==> src/rtl/rl_pair_scheduler_if.sv <==
// Handshake/bus bundle between the pair scheduler, the particle memories and the filter bank.
// Optional perf counters appear when PAIR_SCHED_PERF_CNT_EN is defined.
interface rl_pair_scheduler_if #(
  parameter int NUM_FILTER        = 7,
  parameter int PARTICLE_ID_WIDTH = 7
);
  localparam int NF = NUM_FILTER;
  localparam int W  = PARTICLE_ID_WIDTH;

  logic            start;
  logic [W-1:0]    num_ref;
  logic [NF*W-1:0] num_nb;
  logic [NF-1:0]   back_pressure;
  logic            all_buffer_empty;
  logic [W-1:0]    ref_particle_id;
  logic [W-1:0]    nb_rd_addr;
  logic [W-1:0]    nb_particle_id;
  logic [NF-1:0]   pair_valid;
  logic            busy;
  logic            done;

`ifdef PAIR_SCHED_PERF_CNT_EN
  logic [31:0]     stall_cycles;
  logic [31:0]     drain_cycles;

  modport master (
    output start, num_ref, num_nb,
    output back_pressure, all_buffer_empty,
    input  ref_particle_id, nb_rd_addr,
    input  nb_particle_id, pair_valid,
    input  busy, done,
    input  stall_cycles, drain_cycles
  );

  modport slave (
    input  start, num_ref, num_nb,
    input  back_pressure, all_buffer_empty,
    output ref_particle_id, nb_rd_addr,
    output nb_particle_id, pair_valid,
    output busy, done,
    output stall_cycles, drain_cycles
  );
`else
  modport master (
    output start, num_ref, num_nb,
    output back_pressure, all_buffer_empty,
    input  ref_particle_id, nb_rd_addr,
    input  nb_particle_id, pair_valid,
    input  busy, done
  );

  modport slave (
    input  start, num_ref, num_nb,
    input  back_pressure, all_buffer_empty,
    output ref_particle_id, nb_rd_addr,
    output nb_particle_id, pair_valid,
    output busy, done
  );
`endif
endinterface

==> src/rtl/rl_pair_scheduler.sv <==
// Pair-generation FSM for one home cell: walks ref x neighbor slots over all filter lanes.
// Define PAIR_SCHED_PERF_CNT_EN to add stall/drain cycle counters.
module rl_pair_scheduler #(
  parameter int NUM_FILTER        = 7,
  parameter int PARTICLE_ID_WIDTH = 7,
  parameter int RD_LATENCY        = 1,
  parameter int DRAIN_WAIT        = 2
) (
  input logic               clk,
  input logic               rst,
  rl_pair_scheduler_if.slave bus
);

  localparam int NF = NUM_FILTER;
  localparam int W  = PARTICLE_ID_WIDTH;
  localparam int CW = (DRAIN_WAIT < 2) ? 1
                    : $clog2(DRAIN_WAIT + 1);
  localparam logic [W-1:0]  ONE_W  = 1;
  localparam logic [CW-1:0] ONE_C  = 1;

  typedef enum logic [2:0] {
    S_IDLE,
    S_ISSUE,
    S_DRAIN,
    S_NEXT_REF,
    S_DONE
  } state_e;

  state_e                 state_q;
  logic [W-1:0]           num_ref_q;
  logic [NF-1:0][W-1:0]   num_nb_q;
  logic [W-1:0]           ref_cnt_q;
  logic [W-1:0]           nb_cnt_q;
  logic [W-1:0]           nb_rd_addr_q;
  logic [NF-1:0]          iss_q;
  logic [CW-1:0]          drain_cnt_q;
  logic                   busy_q;
  logic                   done_q;

  logic [RD_LATENCY-1:0][NF-1:0] vld_pipe_q;
  logic [RD_LATENCY-1:0][W-1:0]  addr_pipe_q;

  logic [NF-1:0][W-1:0]   num_nb_in;
  logic [W-1:0]           nb_max;
  logic [NF-1:0]          issue_mask;
  logic                   nb_any_in;
  logic                   any_bp;
  logic                   last_slot;
  logic                   pipe_busy;
  logic                   drain_hit;

  assign num_nb_in = bus.num_nb;
  assign any_bp    = |bus.back_pressure;
  assign last_slot = (nb_cnt_q == nb_max - ONE_W);
  assign pipe_busy = (|iss_q) | (|vld_pipe_q);
  assign drain_hit = (int'(drain_cnt_q) + 1 >= DRAIN_WAIT);

  always_comb begin
    nb_max = '0;
    for (int i = 0; i < NF; i++) begin
      if (num_nb_q[i] > nb_max) nb_max = num_nb_q[i];
    end
  end

  always_comb begin
    issue_mask = '0;
    for (int i = 0; i < NF; i++) begin
      issue_mask[i] = (nb_cnt_q < num_nb_q[i]);
    end
  end

  always_comb begin
    nb_any_in = 1'b0;
    for (int i = 0; i < NF; i++) begin
      nb_any_in = nb_any_in | (|num_nb_in[i]);
    end
  end

  always_ff @(posedge clk or posedge rst) begin
    if (rst) begin
      state_q      <= S_IDLE;
      num_ref_q    <= '0;
      num_nb_q     <= '0;
      ref_cnt_q    <= '0;
      nb_cnt_q     <= '0;
      nb_rd_addr_q <= '0;
      iss_q        <= '0;
      drain_cnt_q  <= '0;
      busy_q       <= 1'b0;
      done_q       <= 1'b0;
    end else begin
      iss_q  <= '0;
      done_q <= 1'b0;
      unique case (state_q)
        S_IDLE: begin
          if (bus.start) begin
            num_ref_q   <= bus.num_ref;
            num_nb_q    <= num_nb_in;
            ref_cnt_q   <= '0;
            nb_cnt_q    <= '0;
            drain_cnt_q <= '0;
            busy_q      <= 1'b1;
            if (bus.num_ref == '0 || !nb_any_in)
              state_q <= S_DONE;
            else
              state_q <= S_ISSUE;
          end
        end
        S_ISSUE: begin
          // a stalled cycle holds address and count; the pipe still drains
          if (!any_bp) begin
            nb_rd_addr_q <= nb_cnt_q;
            iss_q        <= issue_mask;
            nb_cnt_q     <= nb_cnt_q + ONE_W;
            if (last_slot) begin
              drain_cnt_q <= '0;
              state_q     <= S_DRAIN;
            end
          end
        end
        S_DRAIN: begin
          if (!pipe_busy && bus.all_buffer_empty) begin
            if (drain_hit)
              state_q <= S_NEXT_REF;
            else
              drain_cnt_q <= drain_cnt_q + ONE_C;
          end else begin
            drain_cnt_q <= '0;
          end
        end
        S_NEXT_REF: begin
          ref_cnt_q   <= ref_cnt_q + ONE_W;
          nb_cnt_q    <= '0;
          drain_cnt_q <= '0;
          if (ref_cnt_q == num_ref_q - ONE_W)
            state_q <= S_DONE;
          else
            state_q <= S_ISSUE;
        end
        S_DONE: begin
          done_q  <= 1'b1;
          busy_q  <= 1'b0;
          state_q <= S_IDLE;
        end
        default: state_q <= S_IDLE;
      endcase
    end
  end

  // read-latency alignment of valids and neighbor index
  always_ff @(posedge clk or posedge rst) begin
    if (rst) begin
      vld_pipe_q  <= '0;
      addr_pipe_q <= '0;
    end else begin
      vld_pipe_q[0]  <= iss_q;
      addr_pipe_q[0] <= nb_rd_addr_q;
      for (int i = 1; i < RD_LATENCY; i++) begin
        vld_pipe_q[i]  <= vld_pipe_q[i-1];
        addr_pipe_q[i] <= addr_pipe_q[i-1];
      end
    end
  end

  assign bus.ref_particle_id = ref_cnt_q;
  assign bus.nb_rd_addr      = nb_rd_addr_q;
  assign bus.nb_particle_id  = addr_pipe_q[RD_LATENCY-1];
  assign bus.pair_valid      = vld_pipe_q[RD_LATENCY-1];
  assign bus.busy            = busy_q;
  assign bus.done            = done_q;

`ifdef PAIR_SCHED_PERF_CNT_EN
  logic [31:0] stall_q;
  logic [31:0] drain_q;

  always_ff @(posedge clk or posedge rst) begin
    if (rst) begin
      stall_q <= '0;
      drain_q <= '0;
    end else if (state_q == S_IDLE && bus.start) begin
      stall_q <= '0;
      drain_q <= '0;
    end else begin
      if (state_q == S_ISSUE && any_bp && stall_q != 32'hFFFF_FFFF)
        stall_q <= stall_q + 32'd1;
      if (state_q == S_DRAIN && drain_q != 32'hFFFF_FFFF)
        drain_q <= drain_q + 32'd1;
    end
  end

  assign bus.stall_cycles = stall_q;
  assign bus.drain_cycles = drain_q;
`endif

endmodule

==> src/flat_wrapper.sv <==
// flat-port wrapper written by rule: the top's interface ports become plain ports
module rl_pair_scheduler_flat 
#(
  parameter int NUM_FILTER        = 7,
  parameter int PARTICLE_ID_WIDTH = 7,
  parameter int RD_LATENCY        = 1,
  parameter int DRAIN_WAIT        = 2
)
  (clk, rst, bus_start, bus_num_ref, bus_num_nb, bus_back_pressure, bus_all_buffer_empty, bus_ref_particle_id, bus_nb_rd_addr, bus_nb_particle_id, bus_pair_valid, bus_busy, bus_done);
  rl_pair_scheduler_if #(.NUM_FILTER(NUM_FILTER), .PARTICLE_ID_WIDTH(PARTICLE_ID_WIDTH)) bus_i ();
  input logic clk;
  input logic rst;
  input wire logic [$bits(bus_i.start)-1:0] bus_start;
  input wire logic [$bits(bus_i.num_ref)-1:0] bus_num_ref;
  input wire logic [$bits(bus_i.num_nb)-1:0] bus_num_nb;
  input wire logic [$bits(bus_i.back_pressure)-1:0] bus_back_pressure;
  input wire logic [$bits(bus_i.all_buffer_empty)-1:0] bus_all_buffer_empty;
  output wire logic [$bits(bus_i.ref_particle_id)-1:0] bus_ref_particle_id;
  output wire logic [$bits(bus_i.nb_rd_addr)-1:0] bus_nb_rd_addr;
  output wire logic [$bits(bus_i.nb_particle_id)-1:0] bus_nb_particle_id;
  output wire logic [$bits(bus_i.pair_valid)-1:0] bus_pair_valid;
  output wire logic [$bits(bus_i.busy)-1:0] bus_busy;
  output wire logic [$bits(bus_i.done)-1:0] bus_done;
  assign bus_i.start = bus_start;
  assign bus_i.num_ref = bus_num_ref;
  assign bus_i.num_nb = bus_num_nb;
  assign bus_i.back_pressure = bus_back_pressure;
  assign bus_i.all_buffer_empty = bus_all_buffer_empty;
  assign bus_ref_particle_id = bus_i.ref_particle_id;
  assign bus_nb_rd_addr = bus_i.nb_rd_addr;
  assign bus_nb_particle_id = bus_i.nb_particle_id;
  assign bus_pair_valid = bus_i.pair_valid;
  assign bus_busy = bus_i.busy;
  assign bus_done = bus_i.done;
  rl_pair_scheduler #(.NUM_FILTER(NUM_FILTER), .PARTICLE_ID_WIDTH(PARTICLE_ID_WIDTH), .RD_LATENCY(RD_LATENCY), .DRAIN_WAIT(DRAIN_WAIT)) u_core (.clk(clk), .rst(rst), .bus(bus_i));
endmodule
==> config.mk <==
export PLATFORM = sky130hd
export DESIGN_NAME = rl_pair_scheduler_flat
export DESIGN_NICKNAME = d
export VERILOG_FILES = /design/src/rtl/rl_pair_scheduler_if.sv /design/src/rtl/rl_pair_scheduler.sv /design/src/flat_wrapper.sv
export SDC_FILE = /design/constraint.sdc
export NUM_CORES = 1
export LEC_CHECK = 0
export CORE_MARGIN = 10
export CORE_UTILIZATION = 51
export DETAILED_ROUTE_END_ITERATION = 10
export PLACE_DENSITY = 0.77
export SETUP_SLACK_MARGIN = 0.4
export SYNTH_ARGS = -nofsm -noshare
export SYNTH_HDL_FRONTEND = slang
export SYNTH_SLANG_ARGS = --single-unit
==> constraint.sdc <==
create_clock -name clk -period 12.19 [get_ports clk]
set_clock_uncertainty 0.1 [all_clocks]
set_input_delay 3.657 -clock clk [delete_from_list [all_inputs] [get_ports clk]]
set_output_delay 3.657 -clock clk [all_outputs]
set_load 0.01 [all_outputs]
==> results of run 1 <==
through the flow:
step	hold WS (ns)	power [uW]
floorplan	0.254	371
global placement	0.265	405
detailed placement	0.263	405
CTS	0.277	704
global route	0.283	724
finish	0.274	701
power by group:
part           internal [uW]  leakage, uW  switching [uW]
logic                   23.6      0.00343            21.3
registers                350      0.00116            3.07
clock network            161     0.000144             142
total                    534      0.00474             167
timing repair:
action,CTS,global route
pin swaps,6,22
gates resized for setup,30,59
endpoints found under the setup margin,4,4
buffers inserted,10,17
cloned,1,0
final timing paths:
check / startpoint / to / cells after the start
max: u_core.num_nb_q[6]$_DFFE_PP0P_ / u_core.drain_cnt_q[0]$_DFFE_PP0P_ / 60
max in group asynchronous: rst / u_core.num_nb_q[39]$_DFFE_PP0P_ / 3
min in group asynchronous: rst / u_core.num_nb_q[7]$_DFFE_PP0P_ / 2
min reg2reg: u_core.iss_q[1]$_DFF_PP0_ / u_core.bus.pair_valid[1]$_DFF_PP0_ / 0
max reg2reg: u_core.num_nb_q[6]$_DFFE_PP0P_ / u_core.drain_cnt_q[0]$_DFFE_PP0P_ / 60
min: u_core.iss_q[1]$_DFF_PP0_ / u_core.bus.pair_valid[1]$_DFF_PP0_ / 0
cell families after synthesis:
kind of cell / count (synthesis) / share of synthesized area [%]
adder cells (fa/ha/maj): 86 / 14.2
AO/OA/AOI/OAI: 256 / 22.0
flip-flops: 105 / 34.8
buffers and inverters: 106 / 5.30
AND/OR/NAND/NOR: 281 / 18.3
multiplexers: 19 / 2.82
XOR/XNOR: 21 / 2.62
per-layer routing:
metal / vias to the layer above / GRT usage (%) / routed length, um
li1: 3412 / - / -
met1: 3420 / 28.8 / 10300
met2: 301 / 33.8 / 10700
met3: 52 / 6.01 / 1820
met4: 0 / 7.37 / 681
met5: - / 0 / 0
final cells by class:
class                           instances  share of cell area (%)
Tap cell                              184                    2.35
Clock buffer                           10                    2.34
Inverter                               79                    3.06
Sequential cell                       105                    26.9
Clock inverter                          5                   0.665
Multi-Input combinational cell        664                    50.9
Timing Repair Buffer                  146                    13.8
state kept, by name, summed over array words and instances (netlist names):
name                        flops
u_core.num_ref_q                7
u_core.nb_cnt_q                 7
u_core.bus.nb_particle_id       7
u_core.bus.ref_particle_id      7
u_core.bus.done                 1
u_core.bus.pair_valid           7
u_core.bus.nb_rd_addr           7
u_core.iss_q                    7
u_core.bus.busy                 1
u_core.drain_cnt_q              2
u_core.state_q                  3
u_core.num_nb_q                49
placed cells by master, fill, tap and decap left out, types with 4 or more instances in the layout:
master | Yosys | routed
mux2_2 | 7 | 5
or3_1 | 7 | 6
clkdlybuf4s50_1 | 0 | 96
a21boi_0 | 7 | 7
a31oi_1 | 11 | 10
o2111ai_1 | 5 | 4
a21oi_1 | 42 | 34
dfrtp_1 | 105 | 105
clkbuf_16 | 0 | 9
ha_4 | 0 | 10
a211oi_1 | 12 | 11
nand2b_1 | 16 | 15
inv_2 | 0 | 4
nor3_1 | 16 | 15
a21o_1 | 14 | 14
ha_1 | 86 | 76
o21ai_1 | 6 | 8
mux2i_4 | 0 | 4
nor4_1 | 21 | 21
nand3_1 | 21 | 21
nor2b_1 | 12 | 10
mux2_4 | 2 | 4
inv_1 | 79 | 74
o211ai_1 | 7 | 7
o21ai_4 | 0 | 5
o21ai_0 | 105 | 97
nor2_1 | 31 | 27
nand2_1 | 118 | 118
nand4_1 | 12 | 12
o21a_1 | 4 | 4
a21oi_2 | 1 | 6
buf_4 | 0 | 47
xor2_1 | 12 | 12
and3_1 | 5 | 4
a31o_2 | 4 | 4
xnor2_1 | 8 | 8
==> impl_results.rst, run 1 <==
.. list-table::
   :header-rows: 1

   * - Metric
     - Value
   * - Total number of nets in the final design
     - 1158
   * - Filler Cells Inserted
     - approximately 1200
   * - Final critical-path required period
     - 11.52 ns
   * - CTS clk-pin slew, worst paths
     - 0.08 ns
   * - Number of placement rows
     - 44
   * - Critical Setup Path Class
     - register to register
   * - Effective utilization at floorplan
     - 52.0%
   * - Count of mapped cells out of synthesis
     - between 800 and 900
   * - Unrepaired setup endpoints after global routing
     - false
   * - Number of levels the H-tree was split into
     - 3
   * - Final worst setup slack
     - 0.671 ns
   * - Cell family contributing the most delay on the critical path
     - compound AO/OA/AOI/OAI gates
   * - FFs w/ async S/R, synth
     - between 90% and 100%
   * - Tcrit/Tclk final
     - 94.5%
   * - Lkg Pwr
     - around 0.0047 uW
   * - Initial antenna violation count
     - 0
   * - Main area contributors after synthesis
     - dfrtp_1, ha_1, o21ai_0, nand2_1, inv_1
   * - Number of standard cells in the final layout excluding fillers
     - 1193
   * - Number of sinks on the clock net
     - 105
   * - Average cell area after synthesis
     - just under 9 um^2
   * - Worst Setup End Kind
     - register
   * - Max_slew headroom
     - about a third
   * - Via/cell ratio
     - 6.02
   * - Number of nets produced by synthesis
     - slightly above 1000
   * - Antenna violation net count after detailed routing
     - 0
   * - Antenna diodes
     - 0
   * - Core utilization of the finished layout
     - 67.3%
   * - Die Area
     - approximately 20000 um^2
   * - Worst Setup Start Kind
     - register
   * - Routed WL
     - 23500 um
   * - Hold_buf cts
     - 0
   * - Chip height
     - between 100 and 150 um
   * - Crit path buf inv count
     - 8
   * - Count of buffers from port buffering
     - 96
   * - Placed cell count
     - between 1000 and 1500
   * - Area of the core region
     - 14500 um^2
   * - GRT Overall Usage
     - 21.9%
   * - Post-synthesis to final-layout area growth
     - 29.4%
   * - Most common cell in the netlist
     - nand2_1
   * - Ys flop type
     - dfrtp_1
   * - Share of synthesized area occupied by flip-flops and latches
     - between 30% and 40%
   * - Number of top-level pins
     - 97
   * - Count of maximum capacitance violations
     - 0
   * - Number of pins with negative max-slew slack in the final report
     - 0
   * - Leading cell types by count after synthesis
     - nand2_1, dfrtp_1, o21ai_0
   * - Final count of negative-setup-slack endpoints
     - 0
   * - Detailed Place HPWL
     - about 17000 um
   * - Crit-path max FO
     - 7
   * - Highest Clock Rate
     - 86.8 MHz
   * - Max stage delay cell, worst path
     - or4b_4
   * - Length of the first detailed-routing pass in iterations
     - 5
   * - CP dominant cell by count
     - buf_4
   * - Via count
     - 7185
   * - Area of the multi-input gates
     - 4980 um^2
   * - Setup tns final
     - 0 ns
   * - Wire length of the first global-routing pass
     - 35300 um
   * - First-iteration detailed-routing DRC count
     - 602
   * - DRC viols
     - 0
   * - Biggest cell delay along the critical path
     - roughly 0.53 ns
   * - IR drop worst, VDD
     - about 0.000088 V
   * - Post-synth EDFFs
     - 0
   * - Number of buffers on the longest clock path
     - 2
   * - Pin count of the biggest net entering global routing
     - 64
   * - CTS tree
     - built
   * - Clk root buf
     - clkbuf_16
   * - Register Area
     - 2630 um^2
   * - Mean routed wirelength per cell
     - 19.7 um
   * - FF-to-FF setup slack
     - between 0.6 and 0.7 ns
   * - Yosys cell types
     - a little under 80
   * - Number of clock buffers inserted by TritonCTS
     - 9
   * - Dominant cell type by area after synthesis
     - dfrtp_1
   * - Top cell type's share of synthesized area
     - about a third
   * - Area after detailed placement
     - 8830 um^2
   * - Layout cells sized above 1
     - 15.6%
   * - Worst Setup Slack post-DPL
     - -0.296 ns
   * - Total overflow reported by the global router
     - 0
   * - Tightest Pin Transition
     - between 0.9 and 1 ns
   * - Area of all placed cells without fillers
     - 9780 um^2
   * - Clock latency of the later-clocked register in the worst-skew pair
     - between 0.3 and 0.4 ns
   * - Combined area of all synthesized cells
     - approximately 7600 um^2
   * - Run status
     - finished, final reports clean
   * - Yosys reg bits
     - 105
   * - Endpoints failing hold
     - 0
   * - Width of the die
     - 142 um
   * - Last weighted congestion value of the routability-driven placer
     - 0.991
   * - Crit path required time
     - 12.33 ns
   * - Pwr dens
     - around 70 nW/um^2
   * - Worst min-delay path category
     - register to register
   * - YS warnings
     - 0
   * - Number of global-route vias before repair
     - 6721
   * - Crit path arrival time
     - ~12 ns
Note: power is estimated with default switching activity, not from simulation.
==> run 2: changes to the inputs <==
Settings changed: CORE_MARGIN 10 to 2.
==> run 2 against run 1 <==
Against the previous run:
- setup slack improved by 0.11 ns
- maximum frequency rose by 0.93%
- utilization down 0.38 points
- total power grew 1.4%
- combinational power up 0.9%
- design area is 0.93% lower
- non-clock buffer count down 12
- die area fell by 21%
- via count decreased by 0.15%
- clock power up 3%
- largest power group unchanged
==> impl_results.rst, run 2 (synthesized netlist as in run 1, its figures left out) <==
.. list-table::
   :header-rows: 1

   * - Metric
     - Value
   * - Cell depth of the worst hold path
     - 0 (unchanged)
   * - Clk root buf
     - clkbuf_16 (unchanged)
   * - Power consumption
     - 710 uW (was 701 uW)
   * - Initial antenna violation count
     - 0 (unchanged)
   * - Worst Setup Slack post-DPL
     - -0.240 ns (was -0.296 ns)
   * - Proportion of power drawn by flip-flops and latches
     - 49.6% (was 50.3%)
   * - Wire length of the first global-routing pass
     - 35000 um (was 35300 um)
   * - Final count of negative-setup-slack endpoints
     - 0 (unchanged)
   * - Switching Power
     - 169 uW (was 167 uW)
   * - Pin count of the biggest net entering global routing
     - 77 (was 64)
   * - First-iteration detailed-routing DRC count
     - 688 (was 602)
   * - Number of sinks on the clock net
     - 105 (unchanged)
   * - Tightest Pin Transition
     - 0.977 ns (was 0.979 ns)
   * - Hold Path End
     - u_core.bus.pair_valid[6]$_DFF_PP0_ (was u_core.bus.pair_valid[1]$_DFF_PP0_)
   * - Post-synthesis to final-layout area growth
     - 28.2% (was 29.4%)
   * - Length of the first detailed-routing pass in iterations
     - 5 (unchanged)
   * - FF-to-FF setup slack
     - 0.78 ns (was 0.67 ns)
   * - Mean routed wirelength per cell
     - 18.7 um (was 19.7 um)
   * - Switching fraction of total power
     - 23.8% (about the same)
   * - Chip height
     - 126 um (was 142 um)
   * - Placed cell count
     - 1143 (was 1150)
   * - Number of clock buffers inserted by TritonCTS
     - 9 (unchanged)
   * - Run status
     - finished, final reports clean (unchanged)
   * - Number of global-route vias before repair
     - 6895 (was 6721)
   * - Number of levels the H-tree was split into
     - 3 (unchanged)
   * - Setup tns final
     - 0 ns (unchanged)
   * - Max stage delay cell, worst path
     - or4b_4 (unchanged)
   * - GRT Overall Usage
     - 27.6% (was 21.9%)
   * - Detailed Place HPWL
     - 15900 um (was 16800 um)
   * - Antenna diodes
     - 0 (unchanged)
   * - Via count
     - 7174 (was 7185)
   * - Final worst setup slack
     - 0.777 ns (was 0.671 ns)
   * - Worst Setup Start Kind
     - register (unchanged)
   * - Max_slew headroom
     - 34.3% (was 34.1%)
   * - IR drop worst, VDD
     - 0.0000669 V (was 0.0000876 V)
   * - Crit path arrival time
     - 11.56 ns (was 11.66 ns)
   * - CTS clk-pin slew, worst paths
     - 0.08 ns (about the same)
   * - Critical Setup Path Class
     - register to register (unchanged)
   * - Core utilization of the finished layout
     - 66.9% (was 67.3%)
   * - Worst reg2reg path endpoint
     - u_core.drain_cnt_q[0]$_DFFE_PP0P_ (unchanged)
   * - Die Area
     - 15800 um^2 (was 20100 um^2)
   * - Most frequent cells in the layout
     - nand2_1, dfrtp_1, clkdlybuf4s50_1, o21ai_0, ha_1 (was nand2_1, dfrtp_1, o21ai_0, clkdlybuf4s50_1, ha_1)
   * - Worst min-delay path category
     - register to register (unchanged)
   * - Crit-path max FO
     - 6 (was 7)
   * - CP dominant cell by count
     - ha_1 (was buf_4)
   * - Total number of nets in the final design
     - 1145 (was 1158)
   * - Cell-internal power
     - 541 uW (was 534 uW)
   * - Layout cells sized above 1
     - 14.8% (was 15.6%)
   * - Last weighted congestion value of the routability-driven placer
     - 0.983 (was 0.991)
   * - CTS tree
     - built (unchanged)
   * - Tcrit/Tclk final
     - 93.6% (was 94.5%)
   * - Worst Setup End Kind
     - register (unchanged)
   * - Biggest cell delay along the critical path
     - 0.53 ns (about the same)
   * - Combinational fraction of design power
     - 6.4% (about the same)
   * - Unrepaired setup endpoints after global routing
     - false (unchanged)
   * - Most common cell after layout, fill and taps aside
     - nand2_1 (unchanged)
   * - Routed WL
     - 22100 um (was 23500 um)
   * - Endpoints failing hold
     - 0 (unchanged)
   * - Count of buffers from port buffering
     - 96 (unchanged)
   * - Antenna violation net count after detailed routing
     - 0 (unchanged)
   * - Hold_buf cts
     - 0 (unchanged)
   * - Width of the die
     - 126 um (was 142 um)
   * - Register ranked first by flip-flop count
     - u_core.num_nb_q (unchanged)
   * - Count of maximum capacitance violations
     - 0 (unchanged)
   * - Number of pins with negative max-slew slack in the final report
     - 0 (unchanged)
   * - Clock latency of the later-clocked register in the worst-skew pair
     - 0.36 ns (was 0.37 ns)
   * - Number of flip-flops in the largest register
     - 49 (unchanged)
   * - Number of buffers on the longest clock path
     - 2 (unchanged)
   * - Via/cell ratio
     - 6.07 (was 6.02)
   * - Highest Clock Rate
     - 87.6 MHz (was 86.8 MHz)
   * - Number of placement rows
     - 44 (unchanged)
   * - Number of standard cells in the final layout excluding fillers
     - 1181 (was 1193)
   * - Total overflow reported by the global router
     - 0 (unchanged)
   * - Hold_sp
     - u_core.iss_q[6]$_DFF_PP0_ (was u_core.iss_q[1]$_DFF_PP0_)
   * - Effective utilization at floorplan
     - 52.2% (was 52.0%)
   * - Pwr dens
     - 73.4 nW/um^2 (was 71.7 nW/um^2)
   * - Final critical-path required period
     - 11.41 ns (was 11.52 ns)
   * - Number of top-level pins
     - 97 (unchanged)
   * - Launch point of the worst reg-to-reg path
     - u_core.num_nb_q[5]$_DFFE_PP0P_ (was u_core.num_nb_q[6]$_DFFE_PP0P_)
   * - Depth of the worst register-to-register path
     - 58 (was 60)
   * - DRC viols
     - 0 (unchanged)
   * - Crit path required time
     - 12.34 ns (was 12.33 ns)
   * - Lkg Pwr
     - 0.00469 uW (was 0.00474 uW)
   * - Area of the core region
     - 14500 um^2 (about the same)
   * - Portion of total power attributed to the clock network
     - 44.0% (was 43.3%)
## run 2: changes by cell type in the layout (fill, tap and decap cells not counted), sizes merged
cell,change
buf,-12
clkinv,-1
clkinvlp,+1
inv,+1
o21ai,-1
## run 2: critical path: cells and delay by family (launching register included)
kind | cells | cell delay, ns
compound gates | 23 | 3.95
simple gates | 19 | 3.33
fa+ha+maj | 7 | 1.96
buf+inv | 6 | 0.69
mux | 2 | 0.67
flops | 1 | 0.38
xor+xnor | 1 | 0.16
## run 2: layout make-up
| class | instances | area, um^2 |
|---|---|---|
| multi-input cells | 663 | 4960 |
| fillers | 1177 | 4790 |
| flip-flops and latches | 105 | 2630 |
| repair buffers | 134 | 1260 |
| inverters | 79 | 299 |
| clock buffers | 10 | 239 |
| well taps | 184 | 230 |
| clock inverters | 6 | 71.3 |
## run 2: per-layer routing
metal / share of wire (%) / vias up / wire length (um) / track usage [%]
met5: 0 / - / 0 / 0
met4: 2.4 / 0 / 528 / 7.19
met1: 44 / 3455 / 9770 / 38.1
met3: 6.7 / 40 / 1490 / 4.76
met2: 47 / 288 / 10400 / 45.2
li1: - / 3391 / - / -
## run 2: what timing repair did
item                                    CTS  global route
hold endpoints to repair                  0             0
gates resized for setup                  23            69
endpoints found under the setup margin    4             4
pin swaps                                 3            21
setup buffers                             5            17
## run 2: worst max-delay path by stage
| stage | from | end | cells past startpoint |
|---|---|---|---|
| floorplan | u_core.num_nb_q[2]$_DFFE_PP0P_ | u_core.drain_cnt_q[0]$_DFFE_PP0P_ | 57 |
| global placement | u_core.num_nb_q[6]$_DFFE_PP0P_ | u_core.drain_cnt_q[0]$_DFFE_PP0P_ | 56 |
| detailed placement | u_core.num_nb_q[2]$_DFFE_PP0P_ | u_core.drain_cnt_q[0]$_DFFE_PP0P_ | 58 |
| CTS | u_core.num_nb_q[4]$_DFFE_PP0P_ | u_core.drain_cnt_q[0]$_DFFE_PP0P_ | 59 |
| global route | u_core.num_nb_q[5]$_DFFE_PP0P_ | u_core.drain_cnt_q[1]$_DFFE_PP0P_ | 59 |
| finish | u_core.num_nb_q[5]$_DFFE_PP0P_ | u_core.drain_cnt_q[0]$_DFFE_PP0P_ | 58 |
## run 2: power by group through the flow
stage	clock network, uW	logic [uW]	registers (uW)
CTS	315	45.6	353
global route	329	49.4	353
detailed placement	0	45.2	360
finish	313	45.3	353
floorplan	0	12.0	359
global placement	0	45.1	359
## run 2: metrics by stage
| step | hold slack (ns) | instance area [um^2] |
|---|---|---|
| 2_1_floorplan | 0.254 | 7570 |
| 3_3_place_gp | 0.265 | 8780 |
| 3_5_place_dp | 0.265 | 8780 |
| 4_1_cts | 0.278 | 9220 |
| 5_1_grt | 0.291 | 9690 |
| 6_report | 0.280 | 9690 |
